## config.mk

```make
export PLATFORM = sky130hd
export DESIGN_NAME = pipeline_width_upsizer
export DESIGN_NICKNAME = d
export VERILOG_FILES = /design/src/rtl/pipe_pkg.sv /design/src/rtl/pipeline_width_upsizer.sv
export SDC_FILE = /design/constraint.sdc
export NUM_CORES = 1
export LEC_CHECK = 0
export BUFFER_PORTS_ARGS = -buffer_cell sky130_fd_sc_hd__buf_2
export CORE_MARGIN = 10
export CORE_UTILIZATION = 43
export CTS_CLUSTER_DIAMETER = 30
export DETAILED_ROUTE_END_ITERATION = 8
export GPL_TIMING_DRIVEN = 0
export PLACE_DENSITY = 0.74
export SYNTH_ARGS = -nofsm -noshare
export SYNTH_HDL_FRONTEND = slang
export SYNTH_SLANG_ARGS = --single-unit
```

## constraint.sdc

```tcl
create_clock -name clk -period 3 [get_ports clk]
set_clock_uncertainty 0.05 [all_clocks]
set_input_delay 0 -clock clk [delete_from_list [all_inputs] [get_ports clk]]
set_output_delay 0 -clock clk [all_outputs]
set_load 0.03 [all_outputs]
```

## src/rtl/pipe_pkg.sv

```systemverilog
// Shared constants and helpers for the narrow-to-wide stream packer.
package pipe_pkg;

    localparam int unsigned PIPE_DATA_WIDTH = 8;
    localparam int unsigned PIPE_RATIO      = 4;
    localparam int unsigned PIPE_CNT_WIDTH  = $clog2(PIPE_RATIO);

    // Keep mask with lanes 0..cnt set; callers truncate to their lane count.
    function automatic logic [31:0] lane_mask(input logic [31:0] cnt);
        logic [32:0] m;
        m = (33'd2 << cnt) - 33'd1;
        return m[31:0];
    endfunction

endpackage

```

## src/rtl/pipeline_width_upsizer.sv

```systemverilog
// Packs RATIO narrow beats (lane 0 first) into one registered wide word.
module pipeline_width_upsizer
    import pipe_pkg::*;
#(
    parameter int unsigned DATA_WIDTH = PIPE_DATA_WIDTH,
    parameter int unsigned RATIO      = PIPE_RATIO
) (
    input  logic                          clk,
    input  logic                          reset_n,
    input  logic [DATA_WIDTH-1:0]         input_data,
    input  logic                          input_valid,
    input  logic                          input_last,
    output logic                          input_ready,
    output logic [DATA_WIDTH*RATIO-1:0]   out_data,
    output logic [RATIO-1:0]              out_keep,
    output logic                          out_valid,
    input  logic                          out_ready
);

    localparam int unsigned WORD_WIDTH = DATA_WIDTH * RATIO;
    localparam int unsigned CNT_WIDTH  = $clog2(RATIO);
    localparam logic [CNT_WIDTH-1:0] LAST_LANE = CNT_WIDTH'(RATIO - 1);

    logic [CNT_WIDTH-1:0]  cnt;
    logic [WORD_WIDTH-1:0] acc_data;
    logic [RATIO-1:0]      acc_keep;
    logic [WORD_WIDTH-1:0] ins_data;
    logic [RATIO-1:0]      ins_keep;
    logic                  accept;
    logic                  completing;

    // Ready whenever the output slot is empty or being drained this cycle.
    assign input_ready = reset_n && (!out_valid || out_ready);
    assign accept      = input_valid && input_ready;
    assign completing  = (cnt == LAST_LANE) || input_last;

    // Accumulation with the current beat dropped into lane cnt.
    always_comb begin
        ins_data = acc_data;
        ins_data[int'(cnt)*DATA_WIDTH +: DATA_WIDTH] = input_data;
        ins_keep = acc_keep | RATIO'(lane_mask(32'(cnt)));
    end

    // Lane counter, accumulation register and output word register.
    always_ff @(posedge clk or negedge reset_n) begin
        if (!reset_n) begin
            cnt       <= '0;
            acc_data  <= '0;
            acc_keep  <= '0;
            out_data  <= '0;
            out_keep  <= '0;
            out_valid <= 1'b0;
        end else if (accept && completing) begin
            out_data  <= ins_data;
            out_keep  <= ins_keep;
            out_valid <= 1'b1;
            cnt       <= '0;
            acc_data  <= '0;
            acc_keep  <= '0;
        end else begin
            if (accept) begin
                acc_data <= ins_data;
                acc_keep <= ins_keep;
                cnt      <= cnt + CNT_WIDTH'(1);
            end
            if (out_valid && out_ready) begin
                out_valid <= 1'b0;
            end
        end
    end

endmodule

```

==> results.py <==
metrics = {
    "worst_hold_path": {
        "hp-class": "in -> reg",
        "hold_start": "input_data[4]",
    },
    "finish": {
        "fin_nets": 414,
        "nFillCells": 731,
        "regArea_sq_um": 1852,
        "antenna-diode-count": 0,
        "multi_input_area_sq_um": 1429,
        "layout-drive-gt1-share_pct": 23.56,
        "syn2layout_area_growth_pct": 20.01,
    },
    "sta": {
        "rsz0062_at_grt": "no",
        "fin_crit_ns": 2.723,
        "fmax_mhz": 367.2,
        "slew_viol_final": 0,
        "hold_violations": 0,
        "tightestPinTransition_ns": 0.5048,
        "finalSetupViolCount": 0,
        "fin_setup_tns_ns": 0,
        "relSlewSlack_pct": 66.22,
        "fin_crit_sh_pct": 90.77,
    },
    "synthesis": {
        "yosys-top-cells-count": "74 x dfrtp_1, 39 x a21oi_1, 24 x inv_1",
        "synthCells": 324,
        "yosysMostFrequentCell": "dfrtp_1",
        "yosysSeqAreaShare_pct": 52.59,
        "yosys_warnings": 0,
        "syn_avg_cell_area_sq_um": 10.87,
        "synth_area_sq_um": 3521,
        "syn-num-nets": 344,
        "synth_top_area_cell": "dfrtp_1",
        "synth.distinct_cells": 39,
        "synth_edf_count": 0,
        "synthTopCellsByArea": "dfrtp_1 53%, a21oi_1 5.5%, a32o_1 4.5%, o32a_1 4.5%, a31oi_1 3.9%",
        "synth_seq_cells": 74,
        "ys.flop_type": "dfrtp_1",
        "yosysTopAreaCellShare_pct": 52.59,
        "synthArstFlopShare_pct": 100.0,
    },
    "die": {
        "ios": 51,
        "die_w_microns": 110.5,
        "design.die.area_sq_um": 12210,
        "start_util_pct": 44.87,
        "core.rowCount": 32,
        "core_sq_um": 7848,
        "die_h_microns": 110.5,
    },
    "power_and_ir_drop": {
        "p_sw_mw": 1.084,
        "ir_worst_vdd_v": 0.0003046,
        "p_seq_share_pct": 41.2,
        "total_power_mw": 3.003,
        "power_density_nw_per_um2": 710.7,
        "cellInternalPower_mw": 1.918,
        "p_sw_share_pct": 36.11,
        "p_leak_nw": 1.837,
        "p_clk_share_pct": 28.4,
        "power_frac_comb_pct": 30.3,
    },
    "cts": {
        "clkSlewWorstSetupHoldPaths_ns": 0.08,
        "clk_path_buf_depth": 2,
        "clk_latency_ns": 0.36,
        "htreeDepth": 3,
        "clock_sinks": 74,
        "tritoncts": "built",
        "cts_made_buffers": 9,
        "cts_root_buffer": "clkbuf_8",
    },
    "routing": {
        "wl_per_cell_microns": 18.41,
        "num_vias": 2849,
        "postRouteAntennaNets": 0,
        "routed_wl_microns": 9224,
        "drt_first_pass_iters": 4,
        "viasPerCell": 5.687,
        "drt_iter0_drc": 169,
        "drc": 0,
    },
    "placed_design": {
        "hpwl_microns": 6463,
        "gp_congestion": 0.8084,
        "portBuffers": 49,
    },
    "setup_path": {
        "path_max_fanout": 10,
        "cp_data_required_time_ns": 3.19,
        "reg2reg_from": "cnt[0]",
        "worstPathArrival_ns": 2.92,
        "critPathLaunch": "cnt[0]",
        "critPathKind": "reg -> reg",
        "start_kind": "flip-flop",
        "end_kind": "flip-flop",
    },
    "global_route": {
        "grt_pass1_wl_microns": 15290,
        "grt_max_degree": 42,
        "first_global_vias": 2913,
        "grt_overflow": 0,
        "antenna_found_initial": 0,
        "grtUsageTotal_pct": 15.02,
    },
    "flow_run": {
        "cap_violations": 0,
    },
    "outcome": {
        "status": "finished clean",
    },
}
[worst max-delay path: stages (launching register included)]
cell,delay [ns]
dfrtp_1,0.43
buf_2,0.26
clkbuf_2,0.28
inv_1,0.14
ha_1,0.43
and4bb_1,0.30
buf_2,0.21
and2_0,0.17
o32a_1,0.33
[power groups by stage]
stage	Clock [mW]	Combinational (mW)	Sequential, mW
after floorplan	0	0.380	1.49
after global placement	0	0.892	1.26
after detailed placement	0	0.906	1.26
after CTS	0.863	0.920	1.24
after global routing	0.901	0.992	1.26
final	0.853	0.911	1.24
[state kept, by name, summed over array words and instances (netlist names)]
| signal | flops |
|---|---|
| acc_keep | 3 |
| out_valid | 1 |
| out_data | 32 |
| acc_data | 32 |
| cnt | 2 |
| out_keep | 4 |
[per-stage QoR]
stage / instances / hold WS (ns) / utilization (%) / cell area [sq um] / worst slack [ns]
finish: 501 / 0.009247 / 53.84 / 4225 / 0.2769
floorplan: 324 / -0.3456 / - / 3521 / 0.5641
global placement: 475 / 0.3079 / 49.62 / 3894 / 0.1199
global route: 501 / 0.01147 / 53.84 / 4225 / 0.1463
CTS: 501 / 0.006535 / 53.83 / 4224 / 0.08419
detailed placement: 476 / -0.06516 / 49.90 / 3916 / 0.09745
[area by class of cell]
cell class	count	share of cell area, %
clock buffer	9	2.932
sequential	74	43.83
multi-input combinational	198	33.82
tap	102	3.020
timing repair buffer	59	8.469
inverter	24	2.132
buffer	28	3.583
clock inverter	7	2.221
[layout by cell type (no fill, tap or decap), types with 11 or more instances in the layout]
cell / instances
o21ai_0: 11
buf_2: 59
nor2b_1: 13
a31oi_1: 22
o32a_1: 16
inv_1: 24
a32o_1: 16
a21oi_1: 39
dfrtp_1: 74
[per-layer routing]
metal	GRT usage, %	vias up	wire length (microns)	share of wire [%]
li1	-	1352	-	-
met1	20.04	1407	4109	45
met2	23.16	80	4394	48
met3	4.052	10	620	6.7
met4	4.404	0	99	1.1
met5	0	-	0	0
[cells by family after synthesis]
kind of cell,count (synthesis),share of synthesized area (%)
compound gates,123,24.73
flops,74,52.59
simple gates,62,11.51
buf+inv,52,6.823
fa+ha+maj,7,2.487
mux,5,1.599
xor+xnor,1,0.2488
[final timing paths]
kind                       slack, ns  depth (start not counted)            to
max in group asynchronous       2.25                          3  out_data[12]
min                            0.009                          2   acc_data[4]
max                             0.28                          8  out_data[30]
min in group asynchronous       0.08                          2   out_data[3]
min reg2reg                     0.42                          1   out_keep[0]
max reg2reg                     0.28                          8  out_data[30]
[what timing repair did]
action	CTS	global route
setup endpoints to repair	0	18
hold buffers	9	0
buffers inserted	0	0
resized for setup	0	2
endpoints found under the hold margin	87	0
Power figures use the tool's default switching activity.
